## src/rtl/pic_pkg.sv

```systemverilog
// Shared PIC definitions: acknowledge FSM states, IR level count, spurious level.
// Latency: none (declarations only).
// Backpressure: not applicable.
package pic_pkg;

  localparam int IR_COUNT = 8;
  localparam logic [2:0] SPURIOUS_LEVEL = 3'd7;

  // Encodings are fixed so state values match older register dumps.
  typedef enum logic [2:0] {
    IDLE = 3'd0,
    PEND = 3'd1,
    ACK1 = 3'd2,
    GAP  = 3'd3,
    ACK2 = 3'd4
  } pic_state_e;

  // One-hot strobe for an IR level.
  function automatic logic [IR_COUNT-1:0] level_onehot(input logic [2:0] lvl);
    level_onehot = IR_COUNT'(1) << lvl;
  endfunction

endpackage

```

## src/rtl/pic_priority_resolver.sv

```systemverilog
// Fixed-priority resolver (IR0 highest): picks the best request above the in-service level.
// Latency: purely combinational.
// Backpressure: none; result is valid whenever the inputs are.
module pic_priority_resolver
  import pic_pkg::*;
(
  input  logic [IR_COUNT-1:0] irr_masked,
  input  logic [IR_COUNT-1:0] isr,
  output logic [2:0]          winner,
  output logic                winner_vld
);

  logic [IR_COUNT-1:0] isr_lowest;
  logic [IR_COUNT-1:0] allow_mask;
  logic [IR_COUNT-1:0] qualifying;

  // Only levels strictly above the highest-priority in-service bit may interrupt;
  // with ISR empty the subtraction wraps to all ones, so every level qualifies.
  assign isr_lowest = isr & (~isr + IR_COUNT'(1));
  assign allow_mask = isr_lowest - IR_COUNT'(1);
  assign qualifying = irr_masked & allow_mask;

  // Priority encode: the lowest-numbered qualifying level wins.
  always_comb begin
    winner     = 3'd0;
    winner_vld = 1'b0;
    for (int i = IR_COUNT - 1; i >= 0; i--) begin
      if (qualifying[i]) begin
        winner     = 3'(i);
        winner_vld = 1'b1;
      end
    end
  end

endmodule

```

## src/rtl/interrupt_ack_sequencer.sv

```systemverilog
// INTA-cycle controller: raises INT, latches the winner on the first INTA, drives the vector on the second.
// Latency: INT one cycle after a qualifying request; ISR_set one cycle after the INTA falling edge.
// Backpressure: none; the CPU paces the sequence via INTA_n. Build macro PIC_AEOI_EN enables ISR_clear.
module interrupt_ack_sequencer
  import pic_pkg::*;
(
  input  logic                clk,
  input  logic                reset,
  input  logic                INTA_n,
  input  logic [IR_COUNT-1:0] IRR_masked,
  input  logic [IR_COUNT-1:0] ISR,
  input  logic [4:0]          ICW2_T,
  input  logic                Address_Write_Enable,
  output logic [2:0]          Interrupt_Location,
  output logic                interruptExists,
  output logic                INT,
  output logic [IR_COUNT-1:0] ISR_set,
  output logic [IR_COUNT-1:0] ISR_clear,
  output logic [7:0]          D_out,
  output logic                D_out_en
);

  pic_state_e state;
  logic       inta_d;
  logic       inta_fall;
  logic       inta_rise;
  logic [2:0] win_lvl;
  logic       win_vld;

  pic_priority_resolver u_resolver (
    .irr_masked (IRR_masked),
    .isr        (ISR),
    .winner     (win_lvl),
    .winner_vld (win_vld)
  );

  // Delayed INTA_n for edge detection; idles high so reset never fakes an edge.
  always_ff @(posedge clk or posedge reset) begin
    if (reset) inta_d <= 1'b1;
    else       inta_d <= INTA_n;
  end

  assign inta_fall = inta_d & ~INTA_n;
  assign inta_rise = ~inta_d & INTA_n;

  // Acknowledge FSM and its registered outputs.
  always_ff @(posedge clk or posedge reset) begin
    if (reset) begin
      state              <= IDLE;
      INT                <= 1'b0;
      interruptExists    <= 1'b0;
      Interrupt_Location <= 3'd0;
      ISR_set            <= '0;
      D_out              <= 8'h00;
      D_out_en           <= 1'b0;
    end else begin
      ISR_set <= '0;
      case (state)
        IDLE: begin
          if (win_vld) begin
            state <= PEND;
            INT   <= 1'b1;
          end
        end
        PEND: begin
          // The acknowledge edge takes precedence over a request vanishing in the
          // same cycle; that combination is the spurious case.
          if (inta_fall) begin
            state           <= ACK1;
            interruptExists <= 1'b1;
            if (win_vld) begin
              Interrupt_Location <= win_lvl;
              ISR_set            <= level_onehot(win_lvl);
            end else begin
              Interrupt_Location <= SPURIOUS_LEVEL;
            end
          end else if (!win_vld) begin
            state <= IDLE;
            INT   <= 1'b0;
          end
        end
        ACK1: begin
          if (inta_rise) begin
            state <= GAP;
            INT   <= 1'b0;
          end
        end
        GAP: begin
          if (inta_fall) begin
            state <= ACK2;
            D_out <= {ICW2_T, Interrupt_Location};
          end
        end
        ACK2: begin
          if (inta_rise) begin
            state           <= IDLE;
            interruptExists <= 1'b0;
            D_out_en        <= 1'b0;
          end else begin
            D_out_en <= Address_Write_Enable;
          end
        end
        default: state <= IDLE;
      endcase
    end
  end

`ifdef PIC_AEOI_EN
  logic spurious;

  // Automatic EOI: retire the served level as the second INTA ends, unless spurious.
  always_ff @(posedge clk or posedge reset) begin
    if (reset) begin
      spurious  <= 1'b0;
      ISR_clear <= '0;
    end else begin
      ISR_clear <= '0;
      if (state == PEND && inta_fall)
        spurious <= ~win_vld;
      if (state == ACK2 && inta_rise && !spurious)
        ISR_clear <= level_onehot(Interrupt_Location);
    end
  end
`else
  assign ISR_clear = '0;
`endif

endmodule

```

## config.mk

```make
export PLATFORM = sky130hd
export DESIGN_NAME = interrupt_ack_sequencer
export DESIGN_NICKNAME = d
export VERILOG_FILES = /design/src/rtl/pic_pkg.sv /design/src/rtl/pic_priority_resolver.sv /design/src/rtl/interrupt_ack_sequencer.sv
export SDC_FILE = /design/constraint.sdc
export NUM_CORES = 1
export LEC_CHECK = 0
export ABC_CLOCK_PERIOD_IN_PS = 1550
export BUFFER_PORTS_ARGS = -buffer_cell sky130_fd_sc_hd__buf_2
export CORE_UTILIZATION = 30
export DETAILED_ROUTE_END_ITERATION = 12
export GPL_TIMING_DRIVEN = 0
export PLACE_DENSITY_LB_ADDON = 0.3
export SLEW_MARGIN = 5
export SYNTH_ARGS = -nofsm -noshare
export SYNTH_HDL_FRONTEND = slang
export SYNTH_SLANG_ARGS = --single-unit
```

## constraint.sdc

```tcl
create_clock -name clk -period 1.55 [get_ports clk]
set_input_delay 0.2325 -clock clk [delete_from_list [all_inputs] [get_ports clk]]
set_output_delay 0.2325 -clock clk [all_outputs]
set_load 0.005 [all_outputs]
```

==> results.sh <==
export IMPL_status="finished, final reports clean"
export IMPL_finalHoldViolCount=0
export IMPL_tritoncts="yes"
export IMPL_yosysWarningCount=0
export IMPL_maximum_clock_frequency_mhz=701
export IMPL_yosysSeqAreaShare=0.512
export IMPL_cts_num_sinks=26
export IMPL_critPathKind="register to register"
export IMPL_routed_wire_length_per_instance_um=10.2
export IMPL_critical_path_reg2reg_startpoint="inta_d$_DFF_PP1_"
export IMPL_ff_latch_area_sq_um=652
export IMPL_vias_per_cell=4.41
export IMPL_layout_commonest_cell="sky130_fd_sc_hd__buf_2"
export IMPL_max_cap_violations=0
export IMPL_finalWirelength_mm=2.34
export IMPL_placeableCoreArea_sq_um=4030
export IMPL_arrival_ns=1.63
export IMPL_synth_avg_cell_area_sq_um=10.3
export IMPL_die_height_um=67.1
export IMPL_synth_distinct_cells=33
export IMPL_worst_r2r_cell_count=5
export IMPL_post_synth_inst_count=123
export IMPL_setup_reg_to_reg_worst_slack_ns=0.12
export IMPL_cts_htree_levels=1
export IMPL_max_vdd_ir_drop_mv=0.441
export IMPL_critical_path_fanouts_max=5
export IMPL_final_setup_worst_slack_ns=0.123
export IMPL_synth_ff_latch_count=26
export IMPL_yosysTopAreaCell="sky130_fd_sc_hd__dfrtp_1"
export IMPL_setup_total_negative_slack_ns=0
export IMPL_worst_slew_pin_transition_ns=0.942
export IMPL_port_buffers=46
export IMPL_worst_hold_endpoint="inta_d$_DFF_PP1_"
export IMPL_finish_stage_setup_viols=0
export IMPL_first_global_vias=865
export IMPL_crit_path_top_delay_cell="sky130_fd_sc_hd__dfstp_2"
export IMPL_timing_critical_path_required_ns=1.75
export IMPL_floorplan_initialDensity=0.316
export IMPL_post_route_cells_drive_above_1_share=0.408
export IMPL_die_width_um=67.1
export IMPL_powerDensity_nw_per_um2=1370
export IMPL_drt_iter0_markers=38
export IMPL_dieArea_sq_um=4510
export IMPL_cts_root_to_sink_buffers=2
export IMPL_cp_end_kind="register"
export IMPL_layout_min_cycle_time_ns=1.43
export IMPL_cts_root_cell="sky130_fd_sc_hd__clkbuf_8"
export IMPL_stdcell_area_sq_um=1660
export IMPL_slew_limit_headroom=0.371
export IMPL_crit_path_cell_trace="nand3b_4, nor3_4, and3_4, nand3_1, nor2b_1"
export IMPL_layout_filler_cells=408
export IMPL_critPathLaunchType="register"
export IMPL_routed_via_count=1009
export IMPL_fin_worst_skew_ns=0.00323
export IMPL_antenna_found_initial=0
export IMPL_path_clk_slew_ns=0.09
export IMPL_drt_met1_wl_mm=1.16
export IMPL_finalCoreUtilization=0.412
export IMPL_postRouteAntennaNets=0
export IMPL_largest_net_degree_at_the_start_of_global_routing=27
export IMPL_synthTopCellsByArea="sky130_fd_sc_hd__dfrtp_1 49%, sky130_fd_sc_hd__mux2_2 7.1%, sky130_fd_sc_hd__buf_4 4.7%, sky130_fd_sc_hd__nor2_1 3.8%, sky130_fd_sc_hd__nand2_1 3.2%"
export IMPL_grt_pass1_wl_mm=3.77
export IMPL_period_utilization=0.921
export IMPL_gp_congestion=0.692
export IMPL_total_leakage_power_nw=0.859
export IMPL_row_count=23
export IMPL_unrepaired_setup_endpoints_after_global_routing="false"
export IMPL_crit_reg2reg_capture="ISR_set[6]$_DFF_PP0_"
export IMPL_cts_buffers_inserted=3
export IMPL_mapped_cell_area_sq_um=1270
export IMPL_cts_resized_gates=0
export IMPL_top_signal_layer_used="met4"
export IMPL_remaining_drc_errors=0
export IMPL_wl_met3_um=175
export IMPL_flow_area_growth_from_synthesis_pct=30.4
export IMPL_whs_ns=0.0886
export IMPL_fin_max_slew_vios=0
export IMPL_insertedDiodeCount=0
export IMPL_dp_slack_ns=0.0878
export IMPL_gr_total_overflow=0
export IMPL_first_pass_iters=4
export IMPL_mostFrequentLayoutCells="47 x sky130_fd_sc_hd__buf_2, 25 x sky130_fd_sc_hd__dfrtp_1, 13 x sky130_fd_sc_hd__nor2_1"
export IMPL_cts_post_setup_buffers_inserted=0
export IMPL_finish_net_count=205
export IMPL_placement_cell_area_sq_um=1590
export IMPL_worstPathBufferInverterCount=0
export IMPL_hold_path_cell_count=1
export IMPL_synth_top_area_share=0.492
export IMPL_met2_length_um=969
export IMPL_cpPeakStageDelay_ns=0.57
export IMPL_multiInputGateArea_sq_um=563
export IMPL_ios=55
export IMPL_cts_hold_fix_buffers=0
export IMPL_min_path_type="primary input to register"
export IMPL_clk_latency_ns=0.27
export IMPL_global_route_usage_total=0.111
export IMPL_hold_sp="INTA_n"
export IMPL_path_delay_family="simple AND/OR/NAND/NOR gates"
export IMPL_place_hpwl_mm=1.84
==> logic make-up (layout without fill, tap and decap cells) <==
| kind of cell | Yosys count | count (layout) | synth area share |
|---|---|---|---|
| flip-flops | 26 | 26 | 0.512 |
| multiplexers | 8 | 8 | 0.0708 |
| AO/OA/AOI/OAI | 20 | 20 | 0.102 |
| other | 1 | 8 | 0.00295 |
| buffers and inverters | 14 | 63 | 0.0659 |
| XOR/XNOR | 1 | 1 | 0.00688 |
| AND/OR/NAND/NOR | 53 | 53 | 0.239 |
==> worst max-delay path by stage <==
| stage | slack, ns | from | endpoint | cells after the start |
|---|---|---|---|---|
| 6_report | 0.12 | inta_d$_DFF_PP1_ | ISR_set[6]$_DFF_PP0_ | 5 |
| 5_1_grt | 0.02 | inta_d$_DFF_PP1_ | ISR_set[6]$_DFF_PP0_ | 5 |
| 4_1_cts | 0.07 | state[2]$_DFFE_PP0P_ | D_out[4]$_DFFE_PP0P_ | 4 |
| 3_5_place_dp | 0.09 | state[2]$_DFFE_PP0P_ | D_out[6]$_DFFE_PP0P_ | 4 |
| 3_3_place_gp | 0.09 | state[2]$_DFFE_PP0P_ | D_out[3]$_DFFE_PP0P_ | 4 |
| 2_1_floorplan | 0.25 | inta_d$_DFF_PP1_ | D_out[0]$_DFFE_PP0P_ | 4 |
==> through the flow <==
step	power, mW	instances
after floorplan	1.45	130
after global placement	1.72	226
after detailed placement	1.74	226
after CTS	2.29	230
after global routing	2.43	229
final	2.26	229
==> synthesized netlist by cell type (all sizes together) <==
master	number
a2111o	1
a21o	4
a21oi	2
a2bb2oi	1
a31oi	1
and2b	1
and3	1
buf	9
clkbuf	1
conb	1
dfrtp	25
dfstp	1
inv	4
mux2	8
nand2	12
nand2b	3
nand3	5
nand3b	2
nor2	13
nor2b	6
nor3	7
nor4	1
o2111a	1
o21ai	9
o31ai	1
or2	1
or3	1
xor2	1
==> layer usage <==
layer	track usage	vias up
met5	0	-
met4	0.0718	0
met3	0.0205	4
met2	0.166	42
met1	0.146	443
li1	-	520
==> sequential cells by signal (all words and copies together) (netlist names) <==
name / cells
state: 3
ISR_set: 8
D_out_en: 1
inta_d: 1
interruptExists: 1
INT: 1
Interrupt_Location: 3
D_out: 8
==> worst reg2reg max path, stage by stage, from the launching register on <==
cell and delay (ns):
sky130_fd_sc_hd__dfstp_2 0.57, sky130_fd_sc_hd__nand3b_4 0.12, sky130_fd_sc_hd__nor3_4 0.20, sky130_fd_sc_hd__and3_4 0.23
sky130_fd_sc_hd__nand3_1 0.10, sky130_fd_sc_hd__nor2b_1 0.13
==> power breakdown <==
| part | switching (mW) | internal [mW] | total [mW] | leakage, nW |
|---|---|---|---|---|
| logic | 0.323 | 0.374 | 0.697 | 0.498 |
| clock network | 0.210 | 0.345 | 0.555 | 0.0357 |
| registers | 0.133 | 0.880 | 1.01 | 0.325 |
==> cell type report <==
cell class,count,area share
plain buffers,9,0.0392
clock buffers,3,0.0249
clock inverters,1,0.0181
inverters,4,0.00905
multi-input cells,90,0.339
flip-flops and latches,26,0.393
well taps,50,0.0377
repair buffers,46,0.139
Power figures use the tool's default switching activity.
